--- src/rtl/alu_multdiv.sv ---
// Iterative signed multiply/divide unit with start-pulse / ready-pulse handshake.
// A start (ctrl_mult or ctrl_div) is accepted in any state and aborts any
// operation in flight. The result appears WIDTH+1 clocks after the start edge,
// with a one-cycle data_resultRDY pulse, and is held until the next start.
//
// Ports:
//   clock          rising-edge clock
//   reset          synchronous, active-high reset
//   ctrl_mult      1-cycle start pulse, A*B (wins over ctrl_div)
//   ctrl_div       1-cycle start pulse, A/B
//   data_operandA  signed operand A / dividend, sampled on the start edge
//   data_operandB  signed operand B / divisor, sampled on the start edge
//   data_result    signed result, held until the next start
//   data_exception overflow / divide-by-zero flag, held with data_result
//   data_resultRDY 1-cycle pulse marking a new result
//   busy           high while an operation is in flight
module alu_multdiv #(
  parameter int unsigned WIDTH = 32
) (
  input  logic             clock,
  input  logic             reset,
  input  logic             ctrl_mult,
  input  logic             ctrl_div,
  input  logic [WIDTH-1:0] data_operandA,
  input  logic [WIDTH-1:0] data_operandB,
  output logic [WIDTH-1:0] data_result,
  output logic             data_exception,
  output logic             data_resultRDY,
  output logic             busy
);

  localparam int unsigned W2 = 2 * WIDTH;
  localparam int unsigned CW = $clog2(WIDTH + 1);
  localparam logic [WIDTH-1:0] MIN_VAL = {1'b1, {(WIDTH-1){1'b0}}};

  typedef enum logic [1:0] {IDLE, MULT, DIV, DONE} state_t;

  state_t          state;
  state_t          state_nxt;
  logic [CW-1:0]   count;
  logic [W2-1:0]   acc;      // product accumulator, or {remainder, quotient}
  logic [W2-1:0]   opnd;     // shifting multiplicand, or divisor magnitude
  logic [WIDTH-1:0] mplier;  // multiplier magnitude, consumed LSB first
  logic            neg;      // result sign
  logic            op_div;
  logic            b_zero;
  logic            div_ovf;

  logic            start;
  logic [W2-1:0]   mul_prod;
  logic            mul_ovf;
  logic [WIDTH-1:0] div_quot;
  logic [WIDTH:0]  div_diff;

  // Two's complement magnitude; MIN maps to 2^(WIDTH-1) as an unsigned value.
  function automatic logic [WIDTH-1:0] mag(input logic [WIDTH-1:0] v);
    return v[WIDTH-1] ? -v : v;
  endfunction

  assign start = ctrl_mult | ctrl_div;

  // State register
  always_ff @(posedge clock) begin
    if (reset) state <= IDLE;
    else       state <= state_nxt;
  end

  // Next-state logic; a start in any state restarts, multiply has priority
  always_comb begin
    state_nxt = state;
    if (ctrl_mult) begin
      state_nxt = MULT;
    end else if (ctrl_div) begin
      state_nxt = DIV;
    end else begin
      case (state)
        MULT, DIV: if (count == CW'(WIDTH - 1)) state_nxt = DONE;
        DONE:      state_nxt = IDLE;
        default:   state_nxt = state;
      endcase
    end
  end

  // Final sign fixup, overflow detection and the restoring-divide trial subtract
  always_comb begin
    mul_prod = neg ? -acc : acc;
    mul_ovf  = mul_prod[W2-1:WIDTH] != {WIDTH{mul_prod[WIDTH-1]}};
    div_quot = neg ? -acc[WIDTH-1:0] : acc[WIDTH-1:0];
    // Partial remainder shifted left by one, minus the divisor
    div_diff = {1'b0, acc[W2-2:WIDTH-1]} - {1'b0, opnd[WIDTH-1:0]};
  end

  // Datapath and registered outputs
  always_ff @(posedge clock) begin
    if (reset) begin
      count          <= '0;
      acc            <= '0;
      opnd           <= '0;
      mplier         <= '0;
      neg            <= 1'b0;
      op_div         <= 1'b0;
      b_zero         <= 1'b0;
      div_ovf        <= 1'b0;
      data_result    <= '0;
      data_exception <= 1'b0;
      data_resultRDY <= 1'b0;
      busy           <= 1'b0;
    end else begin
      data_resultRDY <= 1'b0;
      if (start) begin
        count   <= '0;
        busy    <= 1'b1;
        neg     <= data_operandA[WIDTH-1] ^ data_operandB[WIDTH-1];
        op_div  <= ~ctrl_mult;
        b_zero  <= data_operandB == '0;
        div_ovf <= (data_operandA == MIN_VAL) && (data_operandB == '1);
        mplier  <= mag(data_operandB);
        opnd    <= {{WIDTH{1'b0}}, ctrl_mult ? mag(data_operandA) : mag(data_operandB)};
        acc     <= ctrl_mult ? '0 : {{WIDTH{1'b0}}, mag(data_operandA)};
      end else begin
        case (state)
          MULT: begin
            if (mplier[0]) acc <= acc + opnd;
            opnd   <= opnd << 1;
            mplier <= mplier >> 1;
            count  <= count + CW'(1);
          end
          DIV: begin
            // Keep the subtraction only when it does not go negative
            if (!div_diff[WIDTH]) acc <= {div_diff[WIDTH-1:0], acc[WIDTH-2:0], 1'b1};
            else                  acc <= acc << 1;
            count <= count + CW'(1);
          end
          DONE: begin
            busy           <= 1'b0;
            data_resultRDY <= 1'b1;
            if (!op_div) begin
              data_result    <= mul_prod[WIDTH-1:0];
              data_exception <= mul_ovf;
            end else if (b_zero) begin
              data_result    <= '0;
              data_exception <= 1'b1;
            end else begin
              // MIN / -1 already yields MIN after the sign fixup
              data_result    <= div_quot;
              data_exception <= div_ovf;
            end
          end
          default: ;
        endcase
      end
    end
  end

endmodule
--- config.mk ---
export PLATFORM = sky130hd
export DESIGN_NAME = alu_multdiv
export DESIGN_NICKNAME = d
export VERILOG_FILES = /design/src/rtl/alu_multdiv.sv
export SDC_FILE = /design/constraint.sdc
export NUM_CORES = 1
export LEC_CHECK = 0
export BUFFER_PORTS_ARGS = -buffer_cell sky130_fd_sc_hd__buf_4
export CORE_MARGIN = 2
export CORE_UTILIZATION = 45
export DETAILED_ROUTE_END_ITERATION = 6
export GPL_ROUTABILITY_DRIVEN = 0
export HOLD_SLACK_MARGIN = 0.02
export PLACE_DENSITY = 0.59
export SLEW_MARGIN = 25
export SYNTH_ARGS = -nofsm -noshare
export SYNTH_HDL_FRONTEND = slang
export SYNTH_SLANG_ARGS = --single-unit
--- constraint.sdc ---
create_clock -name clock -period 9.6 [get_ports clock]
set_input_delay 0 -clock clock [delete_from_list [all_inputs] [get_ports clock]]
set_output_delay 0 -clock clock [all_outputs]
set_load 0.005 [all_outputs]
== Word-level counts from Yosys, hierarchy flattened ==
Cells that the tools add are included.

* Register bits: 207
* Latch bits: 0
* Memory bits (writable): 0
* ROM bits: 0
* Output and inout bits: 35
* Memories kept: 0

* Add/sub/neg operators: 7
* Multipliers: 0
* Divide/modulo/power cells: 0
* Order comparisons: 0
* Equality and inequality tests: 10
* Shifts and indexed selects: 0
* Mux-type cells: 25
* Bitwise gates (word level): 4
* Reductions and logical operators: 14

{| class="wikitable"
|+ Operators with widths
! cell !! count
|-
| 32-bit two-way mux || 11
|-
| 64-bit two-way mux || 4
|-
| 64-bit case mux with 2 select lines || 1
|-
| 32-bit negator || 3
|-
| 64-bit adder || 1
|-
| 32-bit equality test, second input constant || 2
|-
| 64-bit negator || 1
|-
| 32-bit by 32-bit subtractor with 33-bit output || 1
|-
| 32-bit logical NOT || 1
|-
| 32-bit inequality test || 1
|-
| 2-bit AND reduction || 4
|-
| 6-bit by 1-bit adder with 6-bit output, second input constant || 1
|-
| 6-bit by 5-bit equality test with 1-bit output, second input constant || 1
|-
| 1-bit two-way mux || 6
|-
| 3-bit nonzero test || 2
|-
| 2-bit OR reduction || 3
|-
| 2-bit equality test, second input constant || 2
|-
| 2-bit two-way mux || 2
|-
| 4-bit by 1-bit inequality test with 1-bit output, second input constant || 1
|-
| 2-bit case mux with 2 select lines || 1
|-
| 2-bit nonzero test || 2
|-
| 4-bit nonzero test || 1
|-
| 3-bit by 1-bit inequality test with 1-bit output, second input constant || 1
|-
| 3-bit inequality test, second input constant || 1
|-
| 5 further kinds || 6
|}

== Depth between registers and ports, before layout ==
Gate-level depths: netlist of the first run.

* Depth in word-level cells: 5
* Gate-level depth with buffers: 14
* Mapped depth without buffers: 13

== Worst setup path after synthesis of the first run ==
OpenSTA, ideal clock, no wires.

* Kind: flip-flop to flip-flop
* Start: reg acc[32]
* End: reg acc[59]
* Setup time: 134 ps
* Arrival: 3,591 ps
* Path slack: 5,875 ps
* Stages on the path, launching flop included: 15
* Buffers on the path: 3
* Path through: dfxtp_1 clkbuf_1 inv_1 fa_1 nor2b_1 o31ai_1 a211o_1 a211oi_1 nor3b_1 o31ai_1 clkbuf_1 clkbuf_1 o21ai_0 a31oi_1 o22ai_1

* Word-level cells in the longest chain between the ends: 4

{| class="wikitable"
|+ RTL lines
! item !! line !! RTL
|-
| start, declared || 41 || <nowiki>logic [W2-1:0] acc;</nowiki>
|-
| start signal, assigned || 119 || <nowiki>acc <= ctrl_mult ? '0 : {{WIDTH{1'b0}}, mag(data_operandA)};</nowiki>
|-
| start signal, assigned || 123 || <nowiki>if (mplier[0]) acc <= acc + opnd;</nowiki>
|-
| start signal, assigned || 130 || <nowiki>if (!div_diff[WIDTH]) acc <= {div_diff[WIDTH-1:0], acc[WIDTH-2:0], 1'b1};</nowiki>
|-
| 64-bit adder or 32-bit by 32-bit subtractor with 33-bit output (tied branches) || 123, 90 ||
|-
| 64-bit two-way mux, on equally long branches || 123, 130 ||
|-
| 64-bit case mux with 2 select lines * || 121 || <nowiki>case (state)</nowiki>
|-
| 64-bit two-way mux * || 110 || <nowiki>if (start) begin</nowiki>
|}

Every way passes the cells marked *; elsewhere a longest branch is shown, timed or not. The select of a mux whose other input is x is not followed.
A chain may end at the register's enable or synchronous reset.

== Worst setup path in the final report of the first run ==
* Start: reg acc[31]
* End: reg acc[43]

The elaborated chain is that of the path after synthesis.

==> metrics.csv, run 1 <==
metric,value,unit
share of cells above drive strength 1,0.08708,
number of flops mapped to enable cells by yosys,0,
die height,202.2,µm
Synth Cell Area,0.01767,mm²
largest area contributor in the netlist,dfxtp_1,
nets@finish,2578,
post-place setup slack,5.233,ns
share of the synthesized area in the top cell type,0.2345,
Slew Limit Headroom,0.3240,
DRT iter0 DRCs,1714,
nature of the critical path endpoint,flip-flop,
worst path required time,10.01,ns
die area,0.04087,mm²
I/O pins,103,
Vias/cell,6.321,
DRT Pass-1 Iters,6,
Filler cells,3819,
worst flop-to-flop path startpoint,acc[31],
post-route ant nets,0,
"Distinct cells, synth",77,
CTS Root Cell,clkbuf_16,
worst min-delay path class,in -> reg,
initial antenna violation count,1,
Hold Crit Depth,3,
CTS Sinks,207,
ys async rst share,0,
vias in the first global route,17150,
RSZ-0062 raised after global routing,false,
#FFs+latches synth,207,
Worst Skew,0.02448,ns
starting density of the core,0.4562,
clk_lat worst skew,0.57,ns
"Warnings, synthesis",0,
Setup-failing EPs final,0,
CTS buffer count,26,
largest net degree at the start of global routing,92,
detailed-placement wirelength estimate,47750,µm
Leak,7.967,nW
crit path time final,4.468,ns
Power Density,127.4,mW/mm²
setup TNS,0,ns
port buffer count,102,
CTS tree,done,
reg2reg setup slack,5.13,ns
Arrival @ worst endpoint,4.88,ns
Die Wd,202.2,µm
Worst-Margin Slew,1.014,ns
Synth Flop Type,dfxtp_1,
hold worst-path end,opnd[13],
maxcap violations,0,
DR vias,18590,
syn avg cell area,7.561,µm²
Max Transition Viols Final,0,
synthesized instance count,2337,
final hold vios,0,
Reg2Reg Depth,13,
H-tree depth,1,
first-pass GRT wire length,99600,µm
most frequent cells in the layout,"233 x nor2_1, 206 x dfxtp_1, 176 x nand2_1",
Longest Clk Path Bufs,3,
"Reg clk slew, reported paths",0.07,ns
hold path startpoint,ctrl_mult,
Syn-to-layout area delta,14.76,%
Final WS setup,5.132,ns
"critical path fanouts, max",29,
Synthesized Nets,2510,
routed wire length per instance,21.94,µm
diodes inserted,0,
final worst path period share,0.4654,
Core Area,0.03874,mm²
"commonest non-fill, non-tap cell in the layout",nor2_1,
sequential share of the synthesized area,0.2345,
Critical Setup Path Class,reg -> reg,
DRC,0,
Achievable Freq,223.8,MHz
Tot GR Track Use,0.3075,
largest cells by area after synthesis,"dfxtp_1 23%, ha_1 7.3%, xnor2_1 5.7%",
GR Overflow Total,0,
R2R Path End,acc[43],
outcome,"complete, no violations",
maximum vdd drop,147.7,µV
DRT Wirelength,64530,µm
crit start category,flip-flop,
Rows,72,
==> critical path: stages (launching register included) <==
cell,delay [ns]
dfxtp_1,0.53
inv_1,0.08
ha_1,0.22
fa_1,0.41
nor2b_1,0.18
o31ai_1,0.12
a211o_1,0.33
a211oi_1,0.35
nor3b_1,0.15
o31ai_4,0.86
buf_4,0.47
mux2_2,0.38
mux2i_1,0.14
a21oi_1,0.09
==> cell usage after synthesis (12+ instances only) <==
library cell  number
nor2_1           234
dfxtp_1          207
nand2_1          176
a21oi_1          169
o21ai_0          146
clkbuf_1         144
xnor2_1          115
ha_1             103
a211oi_1          99
xor2_1            85
inv_1             77
nor3_1            61
a21o_1            57
mux2i_1           56
nand3_1           51
o31ai_1           47
a22oi_1           46
nor2b_1           40
nand4_1           31
o211ai_1          29
a31oi_1           26
or4_1             24
o41ai_1           22
or3_1             22
o211a_1           18
o21bai_1          18
and3_1            16
a2111oi_0         15
nand2b_1          15
nor4_1            14
o21a_1            14
o22ai_1           13
buf_1             12
==> flip-flops by register name (all words and copies together) (netlist names), 2 cells and up <==
signal	flops
data_result	32
state	2
mplier	32
count	6
opnd	64
acc	64
==> what timing repair did <==
item | CTS | global route
hold endpoints to repair | 117 | 0
hold buffers | 74 | 0
setup buffers | 0 | 0
resized for setup | 0 | 0
==> worst max-delay path by stage <==
stage / depth (start not counted) / to / start
2_1_floorplan: 14 / acc[59] / acc[32]
3_3_place_gp: 12 / acc[51] / acc[32]
3_5_place_dp: 12 / acc[51] / acc[32]
4_1_cts: 12 / acc[51] / acc[32]
5_1_grt: 13 / acc[62] / acc[32]
6_report: 13 / acc[43] / acc[31]
==> logic make-up (layout without fill, tap and decap cells) <==
| group | Yosys count | count (layout) | synth area share |
|---|---|---|---|
| compound gates | 795 | 795 | 0.3032 |
| simple gates | 726 | 726 | 0.1978 |
| buf+inv | 238 | 324 | 0.05077 |
| flops | 207 | 207 | 0.2345 |
| xor+xnor | 200 | 200 | 0.09913 |
| fa+ha+maj | 105 | 105 | 0.07520 |
| mux | 66 | 66 | 0.03937 |
==> power by group <==
group | switching (W) | internal (W)
sequential | 0.0000550 | 0.000896
combinational | 0.000400 | 0.000248
clock | 0.000414 | 0.000569
total | 0.000869 | 0.00171
==> metal layers <==
layer,share of wire,track usage,up-vias
met5,0,0,-
met4,0.031,0.1011,0
met3,0.10,0.05498,122
li1,-,-,8809
met2,0.43,0.4705,877
met1,0.44,0.4356,8781
==> area by class of cell <==
type / count / area [µm²] / area share
multi-input combinational: 1892 / 12670 / 0.6249
inverter: 79 / 296.5 / 0.01462
clock buffer: 37 / 752.0 / 0.03708
sequential: 207 / 4145 / 0.2044
tap: 518 / 648.1 / 0.03196
clock inverter: 9 / 86.33 / 0.004257
timing repair buffer: 199 / 1679 / 0.08280
==> metrics by stage <==
step	total power, W	utilization	hold slack, ns	cells	instance area, µm²
3_3_place_gp	0.001570	0.4826	0.3423	2821	18690
3_5_place_dp	0.001573	0.4826	0.3379	2821	18690
2_1_floorplan	0.001377	-	0.1682	2337	17670
4_1_cts	0.002581	0.5233	0.02570	2941	20270
6_report	0.002583	0.5235	0.04731	2941	20280
5_1_grt	0.002690	0.5235	0.08905	2941	20280
Note: power is estimated with default switching activity, not from simulation.
==> run 2: changes to the inputs <==
- PLACE_DENSITY: 0.59 -> 0.61
- clock period: 9.6 -> 3.84 ns (I/O delays scaled with it)
==> metrics.csv, run 2 (synthesis results as in run 1) <==
metric,value,unit
outcome,"complete, no violations",
Net Sw Power,0.002185,W
Worst-Margin Slew,0.9652,ns
Seq. cell area,0.004146,mm²
detailed-placement wirelength estimate,49280,µm
Achievable Freq,275.3,MHz
clock network power share,0.374,
area of the multi-input gates,0.01267,mm²
CTS tree,done,
vias in the first global route,17280,
GR Overflow Total,0,
largest net degree at the start of global routing,94,
maxcap violations,0,
internal power,0.004329,W
worst path required time,4.31,ns
DRC,0,
crit start category,flip-flop,
CP max stage cell,mux4_2,
final hold vios,0,
Slew Limit Headroom,0.3516,
maximum vdd drop,301.4,µV
final worst path period share,0.9459,
DRT Wirelength,65410,µm
worst path cell trace,"ha_1, nand3_1, o211ai_1, nand4_1, and3b_1, o221a_2, o31ai_1, buf_4, a31oi_1, o21ai_0, mux4_2, a2bb2oi_1",
Rows,72,
crit path time final,3.632,ns
port buffer count,102,
final non-filler cell total,3025,
Tot GR Track Use,0.3120,
Finished Core Util,0.5399,
DRT Pass-1 Iters,6,
setup TNS,0,ns
"Reg clk slew, reported paths",0.06,ns
nets@finish,2660,
Syn-to-layout area delta,18.35,%
H-tree depth,1,
sequential power share,0.361,
worst min-delay path class,in -> reg,
Power Density,311.5,mW/mm²
die area,0.04087,mm²
RSZ-0062 raised after global routing,false,
initial antenna violation count,0,
largest registers,"acc (64), opnd (64)",
Filler cells,3721,
Leak,8.379,nW
CTS buffer count,27,
diodes inserted,0,
"critical path fanouts, max",8,
CTS Sinks,207,
share of cells above drive strength 1,0.1149,
Core Area,0.03874,mm²
DRT iter0 DRCs,1920,
Worst Skew,0.02247,ns
Sw Ratio,0.3354,
DR vias,18960,
starting density of the core,0.4562,
Die Wd,202.2,µm
Critical Setup Path Class,reg -> reg,
"commonest non-fill, non-tap cell in the layout",nor2_1,
die height,202.2,µm
"Buf+Inv Stages, Crit Path",1,
CTS Root Cell,clkbuf_16,
Setup-failing EPs final,0,
I/O pins,103,
Max Transition Viols Final,0,
Slowest Stage Delay on Critical Path,0.53,ns
Crit path max-delay family,compound AO/OA/AOI/OAI gates,
placed cell count,2895,
first-pass GRT wire length,101200,µm
Arrival @ worst endpoint,4.10,ns
post-route ant nets,0,
routed wire length per instance,21.62,µm
Longest Clk Path Bufs,3,
Comb power frac,0.265,
nature of the critical path endpoint,flip-flop,
clk_lat worst skew,0.58,ns
most frequent cells in the layout,"233 x nor2_1, 205 x dfxtp_1, 199 x buf_4",
Vias/cell,6.266,
==> run 2: changes by cell type in the layout (fill, tap and decap cells not counted), sizes merged <==
cell and change:
buf +75, dlygate4sd3 +6, clkbuf +3, clkinv +2, clkinvlp -2, bufinv -1, inv +1
==> run 2: cell type report <==
| type | instances | area share |
|---|---|---|
| Multi-Input combinational cell | 1892 | 0.6058 |
| Sequential cell | 207 | 0.1983 |
| Timing Repair Buffer | 280 | 0.1107 |
| Clock buffer | 40 | 0.03751 |
| Tap cell | 518 | 0.03099 |
| Inverter | 79 | 0.01418 |
| Clock inverter | 9 | 0.002513 |
==> run 2: what timing repair did <==
item,CTS,global route
setup endpoints to repair,0,7
setup buffers,0,1
hold buffers,80,0
endpoints found under the hold margin,107,0
resized for setup,0,2
==> run 2: path summary, 6_finish.rpt <==
path                            depth (start not counted)  slack (ns)          to               from
worst max register to register                         12        0.21     acc[63]             acc[2]
worst max-delay path                                   12        0.21     acc[63]             acc[2]
worst min register to register                          2        0.50        busy               busy
worst min-delay path                                    5        0.05  mplier[31]  data_operandB[31]
==> run 2: routing by layer <==
layer,up-vias,track usage,share of wire
li1,8983,-,-
met1,8908,0.4547,0.44
met2,940,0.4502,0.41
met3,125,0.06659,0.11
met4,0,0.1105,0.038
met5,-,0,0
==> run 2: through the flow <==
stage | hold WS (ns) | total power [W] | instance area (µm²) | setup slack, ns
after global placement | 0.3406 | 0.003979 | 19260 | 0.2505
after global routing | 0.07149 | 0.006782 | 20910 | 0.02713
after detailed placement | 0.3630 | 0.003993 | 19260 | 0.1831
after CTS | 0.02609 | 0.006491 | 20900 | 0.1869
after floorplan | 0.1682 | 0.003444 | 17670 | 0.1152
final | 0.04845 | 0.006514 | 20910 | 0.2079
==> run 2: power groups by stage <==
stage	logic, W	registers, W	clock network, W
floorplan	0.00109	0.00235	0
global placement	0.00159	0.00238	0
detailed placement	0.00161	0.00239	0
CTS	0.00168	0.00234	0.00247
global route	0.00187	0.00235	0.00256
finish	0.00173	0.00235	0.00244
==> run 2: worst reg2reg max path: cells and delay by family, from the launching register on <==
family / cells / cell delay [ns]
compound gates: 6 / 1.38
simple gates: 3 / 0.60
mux: 1 / 0.53
flops: 1 / 0.42
fa+ha+maj: 1 / 0.42
buf+inv: 1 / 0.20
